`config.mk`:
```
export PLATFORM = sky130hd
export DESIGN_NAME = sigmoid_arbiter
export DESIGN_NICKNAME = d
export VERILOG_FILES = /design/src/rtl/sigmoid_arbiter.sv
export SDC_FILE = /design/constraint.sdc
export NUM_CORES = 1
export LEC_CHECK = 0
export CAP_MARGIN = 20
export CORE_MARGIN = 2
export CORE_UTILIZATION = 38
export CTS_CLUSTER_DIAMETER = 150
export DETAILED_ROUTE_END_ITERATION = 12
export PLACE_DENSITY_LB_ADDON = 0.1
export SETUP_SLACK_MARGIN = 0.05
export SLEW_MARGIN = 20
export SYNTH_ARGS = -nofsm -noshare
export SYNTH_HDL_FRONTEND = slang
export SYNTH_SLANG_ARGS = --single-unit
```
`constraint.sdc`:
```
create_clock -name clk -period 4.2 [get_ports clk]
set_input_delay 0.84 -clock clk [delete_from_list [all_inputs] [get_ports clk]]
set_output_delay 0.84 -clock clk [all_outputs]
set_load 0.02 [all_outputs]
```
`src/rtl/sigmoid_arbiter.sv`:
```
// -----------------------------------------------------------------------------
// sigmoid_arbiter
//
// Purpose:
//   Shares one combinational sigmoid_approx instance among NUM_REQ requesters
//   (for example parallel generator/discriminator neuron lanes). Requesters are
//   served round-robin with valid/ready handshakes. Every result is registered
//   and tagged with the index of the requester that produced it. The block sits
//   between the layer MAC outputs and the activation write-back buffer.
//
// Parameters:
//   NUM_REQ    number of requesters (>= 1)
//   DATA_WIDTH signed fixed-point sample width
//   Q_FRAC     fractional bits of the fixed-point format
//   SAT_LIMIT  input magnitude at which the sigmoid saturates
//   ID_W       response tag width, max(1, $clog2(NUM_REQ))
//
// Ports:
//   clk        sole clock, rising edge
//   rst        synchronous, active-high reset
//   req_valid  per-requester request valid
//   req_data   packed samples, requester i at [i*DATA_WIDTH +: DATA_WIDTH]
//   req_ready  per-requester accept, one-hot or zero
//   resp_valid response valid
//   resp_data  sigmoid result, range [0, 1<<Q_FRAC]
//   resp_id    index of the requester that produced resp_data
//   resp_ready downstream accept
//
// Build option:
//   SIGMOID_ARB_SKID_EN  when defined, the output stage is a 2-entry FIFO and
//                        req_ready depends only on the registered entry count.
//                        When undefined, a single output register is used and
//                        req_ready depends combinationally on resp_ready.
// -----------------------------------------------------------------------------

// -----------------------------------------------------------------------------
// sigmoid_approx
//
// Purpose:
//   Piecewise-linear sigmoid: y = 0.5 + x/4, clamped to [0, 1.0], and forced
//   to 0 / 1.0 once |x| reaches SAT_LIMIT. Purely combinational.
//
// Ports:
//   x  signed fixed-point input, Q_FRAC fractional bits
//   y  unsigned fixed-point output, Q_FRAC fractional bits
// -----------------------------------------------------------------------------
module sigmoid_approx #(
   parameter int DATA_WIDTH = 16,
   parameter int Q_FRAC     = 8,
   parameter int SAT_LIMIT  = 1024
) (
   input  logic signed [DATA_WIDTH-1:0] x,
   output logic        [DATA_WIDTH-1:0] y
);

   localparam int EW = DATA_WIDTH + 2;

   localparam logic signed [EW-1:0] SAT_POS = EW'(SAT_LIMIT);
   localparam logic signed [EW-1:0] SAT_NEG = -SAT_POS;
   localparam logic signed [EW-1:0] HALF_V  = EW'(1 << (Q_FRAC - 1));
   localparam logic signed [EW-1:0] ONE_V   = EW'(1 << Q_FRAC);

   logic signed [EW-1:0] x_ext;
   logic signed [EW-1:0] quarter;
   logic signed [EW-1:0] sum;

   // The input is widened by two bits so that adding 0.5 to x/4 can never
   // wrap. The arithmetic shift floors toward minus infinity; no rounding is
   // added. The result is clamped into [0, 1.0] after the hard saturation
   // thresholds are applied.
   always_comb begin
      x_ext   = EW'(x);
      quarter = x_ext >>> 2;
      sum     = quarter + HALF_V;
      if (x_ext >= SAT_POS) begin
         y = DATA_WIDTH'(ONE_V);
      end else if (x_ext <= SAT_NEG) begin
         y = '0;
      end else if (sum[EW-1]) begin
         y = '0;
      end else if (sum > ONE_V) begin
         y = DATA_WIDTH'(ONE_V);
      end else begin
         y = DATA_WIDTH'(sum);
      end
   end

endmodule

module sigmoid_arbiter #(
   parameter int NUM_REQ    = 4,
   parameter int DATA_WIDTH = 16,
   parameter int Q_FRAC     = 8,
   parameter int SAT_LIMIT  = 1024,
   parameter int ID_W       = (NUM_REQ > 1) ? $clog2(NUM_REQ) : 1
) (
   input  logic                          clk,
   input  logic                          rst,
   input  logic [NUM_REQ-1:0]            req_valid,
   input  logic [NUM_REQ*DATA_WIDTH-1:0] req_data,
   output logic [NUM_REQ-1:0]            req_ready,
   output logic                          resp_valid,
   output logic [DATA_WIDTH-1:0]         resp_data,
   output logic [ID_W-1:0]               resp_id,
   input  logic                          resp_ready
);

   logic [ID_W-1:0]       rr_ptr;
   logic                  grant_found;
   logic [ID_W-1:0]       grant_idx;
   logic                  can_push;
   logic                  accept;
   logic [DATA_WIDTH-1:0] sel_data;
   logic [DATA_WIDTH-1:0] sig_result;

   // Round-robin search: first pass covers indices at or above the pointer,
   // second pass wraps around to the indices below it. The grant is recomputed
   // every cycle, so a requester that drops valid simply stops being chosen.
   always_comb begin
      grant_found = 1'b0;
      grant_idx   = '0;
      for (int i = 0; i < NUM_REQ; i++) begin
         if (!grant_found && req_valid[i] && (ID_W'(i) >= rr_ptr)) begin
            grant_found = 1'b1;
            grant_idx   = ID_W'(i);
         end
      end
      for (int i = 0; i < NUM_REQ; i++) begin
         if (!grant_found && req_valid[i] && (ID_W'(i) < rr_ptr)) begin
            grant_found = 1'b1;
            grant_idx   = ID_W'(i);
         end
      end
   end

   // A grant only turns into an accept when the output stage has room and the
   // block is not in reset. The ready vector is therefore one-hot or zero.
   always_comb begin
      accept    = grant_found && can_push && !rst;
      req_ready = '0;
      for (int i = 0; i < NUM_REQ; i++) begin
         if (accept && (grant_idx == ID_W'(i))) begin
            req_ready[i] = 1'b1;
         end
      end
   end

   // Select the granted requester's sample for the shared sigmoid unit.
   always_comb begin
      sel_data = '0;
      for (int i = 0; i < NUM_REQ; i++) begin
         if (grant_idx == ID_W'(i)) begin
            sel_data = req_data[i*DATA_WIDTH +: DATA_WIDTH];
         end
      end
   end

   sigmoid_approx #(
      .DATA_WIDTH (DATA_WIDTH),
      .Q_FRAC     (Q_FRAC),
      .SAT_LIMIT  (SAT_LIMIT)
   ) u_sigmoid (
      .x (sel_data),
      .y (sig_result)
   );

   // The pointer moves to the slot after the requester just served, so that
   // requester becomes lowest priority. Without an accept it stays put.
   always_ff @(posedge clk) begin
      if (rst) begin
         rr_ptr <= '0;
      end else if (accept) begin
         if (grant_idx == ID_W'(NUM_REQ - 1)) begin
            rr_ptr <= '0;
         end else begin
            rr_ptr <= grant_idx + ID_W'(1);
         end
      end
   end

`ifdef SIGMOID_ARB_SKID_EN

   logic [DATA_WIDTH-1:0] fifo_data [2];
   logic [ID_W-1:0]       fifo_id   [2];
   logic                  wr_ptr;
   logic                  rd_ptr;
   logic [1:0]            count;
   logic                  pop;

   // Ready comes from the registered count alone, which breaks the
   // combinational path from resp_ready back to the requesters. The second
   // entry absorbs the sample accepted in the cycle backpressure appears.
   always_comb begin
      can_push   = (count != 2'd2);
      resp_valid = (count != 2'd0);
      pop        = resp_valid && resp_ready;
      resp_data  = fifo_data[rd_ptr];
      resp_id    = fifo_id[rd_ptr];
   end

   // Two-entry FIFO. Entries are cleared on reset so the visible head reads
   // zero until the first result arrives.
   always_ff @(posedge clk) begin
      if (rst) begin
         fifo_data[0] <= '0;
         fifo_data[1] <= '0;
         fifo_id[0]   <= '0;
         fifo_id[1]   <= '0;
         wr_ptr       <= 1'b0;
         rd_ptr       <= 1'b0;
         count        <= 2'd0;
      end else begin
         if (accept) begin
            fifo_data[wr_ptr] <= sig_result;
            fifo_id[wr_ptr]   <= grant_idx;
            wr_ptr            <= ~wr_ptr;
         end
         if (pop) begin
            rd_ptr <= ~rd_ptr;
         end
         case ({accept, pop})
            2'b10:   count <= count + 2'd1;
            2'b01:   count <= count - 2'd1;
            default: count <= count;
         endcase
      end
   end

`else

   // The single register can take new data when it is empty or when its
   // current contents leave this cycle, so push and pop overlap without a
   // bubble. This makes req_ready depend combinationally on resp_ready.
   always_comb begin
      can_push = !resp_valid || resp_ready;
   end

   // Output register. Data and tag only change on an accept, so they hold
   // steady while the downstream stalls.
   always_ff @(posedge clk) begin
      if (rst) begin
         resp_valid <= 1'b0;
         resp_data  <= '0;
         resp_id    <= '0;
      end else if (accept) begin
         resp_valid <= 1'b1;
         resp_data  <= sig_result;
         resp_id    <= grant_idx;
      end else if (resp_ready) begin
         resp_valid <= 1'b0;
      end
   end

`endif

endmodule

```
==> results by stage, run 1 <==
Power and ir drop:
- Power comes to slightly above 0.9 mW.
- The share of total power dissipated in sequential elements is 0.215.
- The share of total power dissipated in combinational logic is 0.646.
- The internal portion of the total power is 0.543 mW.
- The analysis attributes to cell leakage a power of 1.17 nW.
- The relative contribution of the clock network to total power is 0.139.
- The power density of the placed cells is 325 nW/um^2.
- For this design the total switching power over the nets is 0.371 mW.
- The maximum VDD drop is 0.000225 V.
- Of the total power, the share spent switching nets is 0.406.

Finish:
- The final core utilization is 0.703.
- The count of cells in the finished layout, fillers not included, comes to 358.
- The final-stage net count is 386.
- The number of diodes is 0.
- Counting the fill cells in the layout gives 341.
- Of the cells placed in the final design, the portion with a size suffix greater than 1 is 0.179.
- The library cells used most frequently in the layout, excluding fill and tap cells, are sky130_fd_sc_hd__clkdlybuf4s50_1 (88), sky130_fd_sc_hd__buf_4 (27), sky130_fd_sc_hd__dfxtp_1 (19).
- The area growth from synthesis to layout is 78.2%.
- The library cell used most frequently in the layout, excluding fill and tap cells, is sky130_fd_sc_hd__clkdlybuf4s50_1.

Setup path:
- The data required time at the worst endpoint is 4360 ps.
- The element type at the critical path start is a primary input.
- STA classifies the critical path endpoint as a flop.
- The critical path arrival is between 4000 and 5000 ps.
- The maximum fanout along the worst path is 5.
- The worst setup path is of the in -> reg kind.
- The destination of the worst register-to-register timing path is resp_data[5].
- Setup slack on the worst reg-to-reg path comes out at 650 ps.
- The number of cells on the worst reg-to-reg path is 13.
- The startpoint of the lowest-slack register-to-register path is rr_ptr[1].

STA:
- The max-slew violation total from the final report is 0.
- Setup total negative slack on the finished layout was measured at 0 ps.
- Setup repair after global routing could not meet its margin everywhere.
- The worst-case headroom to the max-slew limit is 0.536.
- Setup violations remaining at the end of the flow were counted as 0.
- The transition time at the pin with the least slew margin is 694 ps.
- For this run, the top clock speed supported by timing is 246 MHz.
- The post-route minimum period is 4070 ps.
- The count of final hold-check violations was 0.
- In the finished design, the share of the clock period the worst path needs comes to 0.968.
- On the final layout, the worst clock skew is ~0.74 ps.

Hold path:
- In this run the most critical hold path is launched from resp_data[4].
- The endpoint with the worst hold slack is resp_data[4].
- The worst hold path depth is 2.
- The type of the most critical hold path is reg -> reg.

Synth:
- The area of the mapped netlist is 1580 um^2.
- Of the post-synthesis cell area, the dominant cell type holds 0.241.
- The fraction of synthesized cell area in xor and xnor cells is 0.00555.
- For this run, the register share of the synthesized area comes to 0.241.
- A synthesized cell averages ~8.0 um^2.
- The number of warnings issued by yosys is 0.
- Of the total synthesized cell area, the portion taken by full adders, half adders and majority gates is 0.0475.
- The largest area contributor in the synthesized netlist is sky130_fd_sc_hd__dfxtp_1.
- Yosys mapped a number of flops with a built-in enable equal to 0.
- Of the post-synthesis cell area, the part taken by muxes is 0.0444.
- The primary flip-flop cell chosen by synthesis mapping is sky130_fd_sc_hd__dfxtp_1.
- In the synthesized netlist, the number of instances is 198.
- The compound-gate portion of the synthesized area is 0.333.
- The post-synthesis share of cell area spent on and, or, nand and nor gates is 0.254.
- In the synthesized netlist the async set-or-reset flop fraction comes to 0.
- The synthesized netlist contains slightly below 60 unique library cells.
- Synthesis inferred 19 register bits.
- The combinational family with the most area after synthesis is compound AO/OA/AOI/OAI gates.
- Ranked by total cell area, the synthesized netlist is headed by sky130_fd_sc_hd__dfxtp_1 (24%), sky130_fd_sc_hd__a21oi_1 (5.1%), sky130_fd_sc_hd__ha_1 (4.8%).

Floorplanning:
- The die is 68.5 um wide.
- The number of top-level design ports is 94.
- The die outline area is 4690 um^2.
- In this run the core area contains 23 standard-cell rows.
- The placeable core region is 4000 um^2.
- The height of the chip is 68.5 um.
- For this configuration, the core starts out at a cell density of 0.395.

Drt:
- Once detail routing completed, the nets flagged for antenna violations numbered 0.
- The routed layout has around 2000 vias.
- The final layout contains routed wiring with a total length of 5.66 mm.
- Dividing the detail-routed via count by the number of cells gives approximately 5.5.
- The violation count after the first detailed-route iteration is 93.
- In the final routed layout, each cell accounts on average for approximately 16 um.
- In the routed design, unresolved DRC markers number 0.
- The number of detailed-route iterations in the first pass is 4.

Global routing:
- For this run, the total global-route usage over all layers was measured as 0.235.
- The via count of the first global-routing pass is 1789.
- The total congestion overflow is 0.
- The first global-routing pass estimated between 8 and 9 mm of wire.
- The number of antenna violations at the first check in global routing is 0.
- Entering global routing, the biggest net connects 15 pins.

Clock network:
- TritonCTS built the clock tree.
- The TritonCTS buffer count is 3.
- The number of buffers on the longest clock path is 2.
- The number of hold buffers added after CTS was 0.
- Clock-pin slew was measured on the worst setup and hold paths at about 70 ps.
- The root cell of the clock tree is sky130_fd_sc_hd__clkbuf_8.
- CTS built an H-tree with a depth of 1.
- The number of sinks driven by the clock tree is 19.
- The insertion delay to the later sink of the worst-skew pair is 260 ps.

Place:
- The global placement routability congestion is 0.863.
- The total placed cells including tap cells is 352.
- Buffers placed on the I/O ports in this run total 91.
- After legalization and detailed placement, the total HPWL measured roughly 4.4 mm.

Status:
- The run finished with clean final reports.

Job:
- Across the run, the number of max-cap violations was 0.
## cell usage after synthesis, types with 3 or more instances
library cell	number
sky130_fd_sc_hd__mux2i_1	7
sky130_fd_sc_hd__o41ai_1	8
sky130_fd_sc_hd__a221o_1	3
sky130_fd_sc_hd__nand2_1	16
sky130_fd_sc_hd__dfxtp_1	19
sky130_fd_sc_hd__buf_2	4
sky130_fd_sc_hd__and2_1	8
sky130_fd_sc_hd__nand3b_1	4
sky130_fd_sc_hd__nor2_1	12
sky130_fd_sc_hd__buf_6	3
sky130_fd_sc_hd__inv_1	6
sky130_fd_sc_hd__a21oi_1	16
sky130_fd_sc_hd__nor4_1	3
sky130_fd_sc_hd__ha_1	6
sky130_fd_sc_hd__a2bb2oi_1	4
sky130_fd_sc_hd__o22ai_1	6
sky130_fd_sc_hd__clkbuf_1	5
sky130_fd_sc_hd__o21ai_0	10
sky130_fd_sc_hd__nand2b_1	5
sky130_fd_sc_hd__a221oi_1	3
## sequential cells by signal, indices dropped and copies added, names as in the netlist
name	count
resp_id	2
resp_valid	1
resp_data	14
rr_ptr	2
## power by group through the flow
| stage | clock, mW | sequential [mW] | combinational [mW] |
|---|---|---|---|
| global route | 0.135 | 0.198 | 0.643 |
| finish | 0.127 | 0.197 | 0.590 |
| CTS | 0.129 | 0.197 | 0.550 |
| floorplan | 0 | 0.206 | 0.308 |
| global placement | 0 | 0.200 | 0.537 |
| detailed placement | 0 | 0.201 | 0.543 |
## critical path, cell delays in order
cell                              delay [ps]
sky130_fd_sc_hd__clkdlybuf4s50_1         450
sky130_fd_sc_hd__mux2i_1                 160
sky130_fd_sc_hd__nor2_1                   70
sky130_fd_sc_hd__nor3_2                  180
sky130_fd_sc_hd__buf_4                   150
sky130_fd_sc_hd__inv_1                    50
sky130_fd_sc_hd__ha_1                    210
sky130_fd_sc_hd__or2_1                   300
sky130_fd_sc_hd__buf_4                   170
sky130_fd_sc_hd__a211oi_2                250
sky130_fd_sc_hd__o22ai_1                 170
sky130_fd_sc_hd__or3_1                   360
sky130_fd_sc_hd__a221o_2                 480
sky130_fd_sc_hd__o41ai_4                 360
## worst max path at each step
stage / start / end / slack (ps) / cells past startpoint
after floorplan: req_valid[2] / resp_data[0] / 290 / 14
after global placement: req_valid[0] / resp_data[0] / -130 / 15
after detailed placement: req_valid[0] / resp_data[5] / -270 / 15
after CTS: req_valid[0] / req_ready[2] / 5 / 11
after global routing: req_valid[2] / resp_data[5] / -100 / 15
final: req_valid[2] / resp_data[5] / 130 / 14
## routing by layer
layer | global-route usage | vias to the layer above | part of all wire
met5 | 0 | - | 0
met4 | 0.0850 | 0 | 0.013
met3 | 0.0329 | 11 | 0.075
met2 | 0.388 | 83 | 0.47
met1 | 0.309 | 911 | 0.44
li1 | - | 972 | -
## stage by stage
step           worst slack [ps]  instance area (um^2)  hold slack [ps]
2_1_floorplan               292                  1580              491
3_3_place_gp               -134                  2660              442
3_5_place_dp               -275                  2660              445
4_1_cts                    4.92                  2720              468
5_1_grt                   -96.9                  2810              475
6_report                    133                  2810              462
## logic make-up after synthesis
| logic type | Yosys count |
|---|---|
| adders and majority gates | 6 |
| DFF | 19 |
| muxes | 7 |
| other | 1 |
| xor gates and xnor gates | 1 |
| AOI/OAI and AO/OA | 72 |
| and+or+nand+nor | 71 |
| buffers and inverters | 21 |
## final cells by class
class | instances | area (um^2) | share of cell area
clock buffers | 3 | 41.3 | 0.0147
clock inverters | 1 | 5.00 | 0.00178
inverters | 7 | 26.3 | 0.00934
multi-input cells | 160 | 1180 | 0.418
flip-flops and latches | 19 | 380 | 0.135
well taps | 50 | 62.6 | 0.0222
repair buffers | 118 | 1120 | 0.398
## repair_timing
| item | in CTS | in global routing |
|---|---|---|
| endpoints found under the setup margin | 3 | 12 |
| hold endpoints to repair | 0 | 0 |
| pin swaps | 0 | 2 |
| gates resized for setup | 2 | 17 |
| setup buffers | 0 | 1 |
| cloned | 0 | 1 |
(Power assumes the default switching activity.)
==> run 2, diff against run 1 <==
--- a/config.mk
+++ b/config.mk
@@ -10,7 +10,7 @@
 export CORE_UTILIZATION = 38
 export CTS_CLUSTER_DIAMETER = 150
 export DETAILED_ROUTE_END_ITERATION = 12
-export PLACE_DENSITY_LB_ADDON = 0.1
+export PLACE_DENSITY = 0.81
 export SETUP_SLACK_MARGIN = 0.05
 export SLEW_MARGIN = 20
 export SYNTH_ARGS = -nofsm -noshare
==> run 2 against run 1 <==
Effect of this change: combinational power up 10%; highest routed layer unchanged; global-route usage about the same; largest cell class unchanged; sequential power about the same.
==> results by stage, run 2 (synthesis results as in run 1) <==
Status:
- The run finished with clean final reports.

Finish:
- The register with the most flip-flops in the final layout is resp_data.
- Relative to the synthesized area, the layout overhead comes to 86.9%.
- The fraction of final layout cells sized beyond drive strength 1 is 0.225 (+0.0461).
- The final-stage net count is 394 (+2.1%).
- The cell area after layout was 2950 um^2 (+4.9%).
- The number of standard cells in the layout, taps in and fillers out is 366 (+2.2%).
- The number of flip-flops in the largest register was 14 (unchanged).
- The library cells used most frequently in the layout, excluding fill and tap cells, are sky130_fd_sc_hd__clkdlybuf4s50_1 (87), sky130_fd_sc_hd__buf_4 (34), sky130_fd_sc_hd__dfxtp_1 (19).
- The number of diodes is 0 (unchanged).
- Leaving out fill and tap cells, the most frequent cell in the layout is sky130_fd_sc_hd__clkdlybuf4s50_1.
- The filler cell count in the final layout came to 332 (-2.6%).
- The largest registers in the layout are resp_data x14, resp_id x2, rr_ptr x2.

Global routing:
- The total congestion overflow is 0 (unchanged).
- The via count of the first global-routing pass came to 1894 (+5.9%).
- The number of antenna violations at the first check in global routing is 0 (unchanged).
- The first-pass GRT wire length came to 8.45 mm (+1.8%).
- The global-route usage over all layers was 0.235 (about the same).
- The maximum number of pins on one net before global-route repair was 15 (unchanged).

Drt:
- The via total after detailed routing came to 2005 (+1.4%).
- The vias per cell is 5.48 (-0.80%).
- The routed length on met1 is 2.50 mm (+0.28%).
- The routed length on met2 is 2.70 mm (+1.2%).
- The average wire per cell in the routed design is 15.8 um (-0.41%).
- The met3 wire length is 463 um (+8.7%).
- The overall routed net length is 5.77 mm (+1.8%).
- The number of detailed-route iterations in the first pass is 4 (unchanged).
- The violation count after the first detailed-route iteration was 73 (-22%).
- The number of design rule violations left after detail routing is 0 (unchanged).
- The top layer used by detailed routing is met4.
- The remaining number of nets flagged by the antenna check after routing was 0 (unchanged).

Setup path:
- The setup path with the least slack is of type in -> reg.
- The maximum fanout along the worst path was 10 (+5).
- The count of buffer and inverter cells on the critical path is 5 (+1).
- The setup slack of the most critical reg-to-reg path was 760 ps (+110 ps).
- The critical path arrival was 4180 ps (-50 ps).
- The destination of the worst register-to-register timing path is resp_data[2].
- Traced cell by cell, the critical path runs through clkdlybuf4s50_1 > buf_4 > o21ai_0 > a21oi_1 > inv_1 > ha_1 > buf_12 > buf_4 > a21oi_1 > o21ai_0 > a22oi_2 > xnor2_1 > or3_1 > a221o_2 > o41ai_2.
- The kind of cell adding the most delay to the critical path is compound AO/OA/AOI/OAI gates.
- The launch point of the critical path is req_valid[2].
- The largest stage delay on the critical path is 490 ps (about the same).
- The data required time at the worst endpoint is 4350 ps (about the same).
- STA classifies the critical path endpoint as a flop.
- The number of cells on the worst reg-to-reg path was 14 (+1).
- The critical path's slowest cell is sky130_fd_sc_hd__clkdlybuf4s50_1.
- The startpoint of the lowest-slack register-to-register path is rr_ptr[1].
- The worst setup path is launched from a primary input.

STA:
- The transition time at the pin with the least slew margin was 734 ps (+39.9 ps).
- The setup TNS is 0 ps (unchanged).
- The count of final hold-check violations is 0 (unchanged).
- The highest achievable clock rate is 248 MHz (+0.98%).
- The count of final setup violators came to 0 (unchanged).
- The max-slew violation total from the final report is 0 (unchanged).
- The worst-case headroom to the max-slew limit is 0.509 (-0.0267).
- The post-route minimum period is 4030 ps (-39.6 ps).
- The post-route clock skew was 4.07 ps (+3.33 ps).
- The final critical-path share of the clock period is 0.959 (-0.00942).

Power and ir drop:
- The switching share of power came to 0.395 (-0.0109).
- The power density of the placed cells is 327 nW/um^2 (+0.64%).
- The final total power is 0.965 mW (+5.6%).
- The switching power summed over all nets is 0.381 mW (+2.7%).
- The cell internal power dissipation came to 0.584 mW (+7.5%).
- The leakage power is 1.23 nW (+5.5%).
- The part of the total power dissipated in combinational logic is 0.674 (+0.028).
- The maximum VDD drop is 0.000319 V (+42%).
- The relative contribution of the clock network to total power came to 0.122 (-0.017).
- The portion of total power attributed to sequential cells came to 0.204 (-0.011).

Hold path:
- The source of the worst hold timing path is resp_data[6].
- The worst hold path depth is 2 (unchanged).
- The endpoint with the worst hold slack is resp_data[6].
- The tightest min-delay check is of the reg -> reg type.

Clock network:
- The number of sinks driven by the clock tree came to 19 (unchanged).
- The TritonCTS buffer count is 3 (unchanged).
- The insertion delay to the later sink of the worst-skew pair was 240 ps (-20 ps).
- The depth of the CTS H-tree was 1 (unchanged).
- The clock tree from TritonCTS is yes.
- The number of buffers on the longest clock path is 2 (unchanged).
- The root cell of the clock tree is sky130_fd_sc_hd__clkbuf_8.
- The number of buffers inserted by hold repair at cts is 0 (unchanged).
- The clock slew seen by the registers of the worst setup and hold paths came to 60 ps (about the same).

Place:
- The global placement routability congestion is 0.852 (-1.2%).
- The count of port buffers added during placement is 91 (unchanged).
- The total placed cells including tap cells is 357 (+1.4%).
- The total half-perimeter wirelength after legalization and detailed placement was 4.52 mm (+3.4%).
- The instance area at placement is 2710 um^2 (+1.9%).

Floorplanning:
- The initial cell density of the core is 0.395 (unchanged).
- The number of top-level design ports is 94 (unchanged).
- The placeable core region is 4000 um^2 (unchanged).
- The count of standard-cell rows was 23 (unchanged).
- The die outline area is 4690 um^2 (unchanged).
- The overall die width came to 68.5 um (unchanged).
- The height of the chip is 68.5 um (unchanged).

Job:
- The max-cap check violation count is 0 (unchanged).
==> run 2: changes by cell type in the layout (fill, tap and decap cells not counted), sizes merged <==
cell,before,now
buf,27,35
clkbuf,3,4
clkdlybuf4s50,88,87
clkinv,1,0
dlymetal6s2s,3,4
==> run 2: power groups by stage <==
stage	Clock, mW	Sequential [mW]	Combinational (mW)
finish	0.118	0.197	0.650
CTS	0.121	0.197	0.569
global route	0.128	0.198	0.704
global placement	0	0.201	0.549
detailed placement	0	0.201	0.558
floorplan	0	0.206	0.308
==> run 2: worst max-delay path by stage <==
stage	cells past startpoint	slack (ps)	end
after global placement	15	-70	resp_data[2]
final	15	170	resp_data[2]
after global routing	15	-30	resp_data[1]
after detailed placement	15	-330	resp_data[0]
after CTS	15	60	resp_data[3]
after floorplan	14	290	resp_data[0]
==> run 2: worst reg2reg max path, stage by stage, from the launching register on <==
cell and delay [ps]:
sky130_fd_sc_hd__dfxtp_1 440, sky130_fd_sc_hd__mux2i_1 210, sky130_fd_sc_hd__nor2_1 70, sky130_fd_sc_hd__nor3_2 180
sky130_fd_sc_hd__buf_4 150, sky130_fd_sc_hd__inv_1 60, sky130_fd_sc_hd__ha_1 220, sky130_fd_sc_hd__or2_4 280
sky130_fd_sc_hd__a221oi_2 190, sky130_fd_sc_hd__nor2_2 60, sky130_fd_sc_hd__ha_1 230, sky130_fd_sc_hd__xnor2_1 130
sky130_fd_sc_hd__or3_1 340, sky130_fd_sc_hd__a221o_2 450, sky130_fd_sc_hd__o41ai_2 330
==> run 2: cell type report <==
type	count	area, um^2	area share
multi-input cells	160	1240	0.421
repair buffers	126	1200	0.405
flip-flops and latches	19	380	0.129
well taps	50	62.6	0.0212
clock buffers	4	45.0	0.0153
inverters	7	26.3	0.00890
==> run 2: metrics by stage <==
stage | setup slack, ps | hold slack (ps) | utilization
6_report | 172 | 456 | 0.738
4_1_cts | 64.0 | 460 | 0.695
3_3_place_gp | -68.0 | 438 | 0.678
2_1_floorplan | 292 | 491 | -
5_1_grt | -31.8 | 483 | 0.738
3_5_place_dp | -330 | 440 | 0.678
==> run 2: metal layers <==
metal / global-route usage / up-vias
met5: 0 / -
met4: 0.0700 / 0
met3: 0.0559 / 16
met2: 0.405 / 81
met1: 0.287 / 909
li1: - / 999
==> run 2: what timing repair did <==
item | in CTS | in global routing
gates cloned | 0 | 1
endpoints found under the setup margin | 7 | 12
setup buffers | 0 | 4
pin swaps | 1 | 6
gates resized for setup | 4 | 26
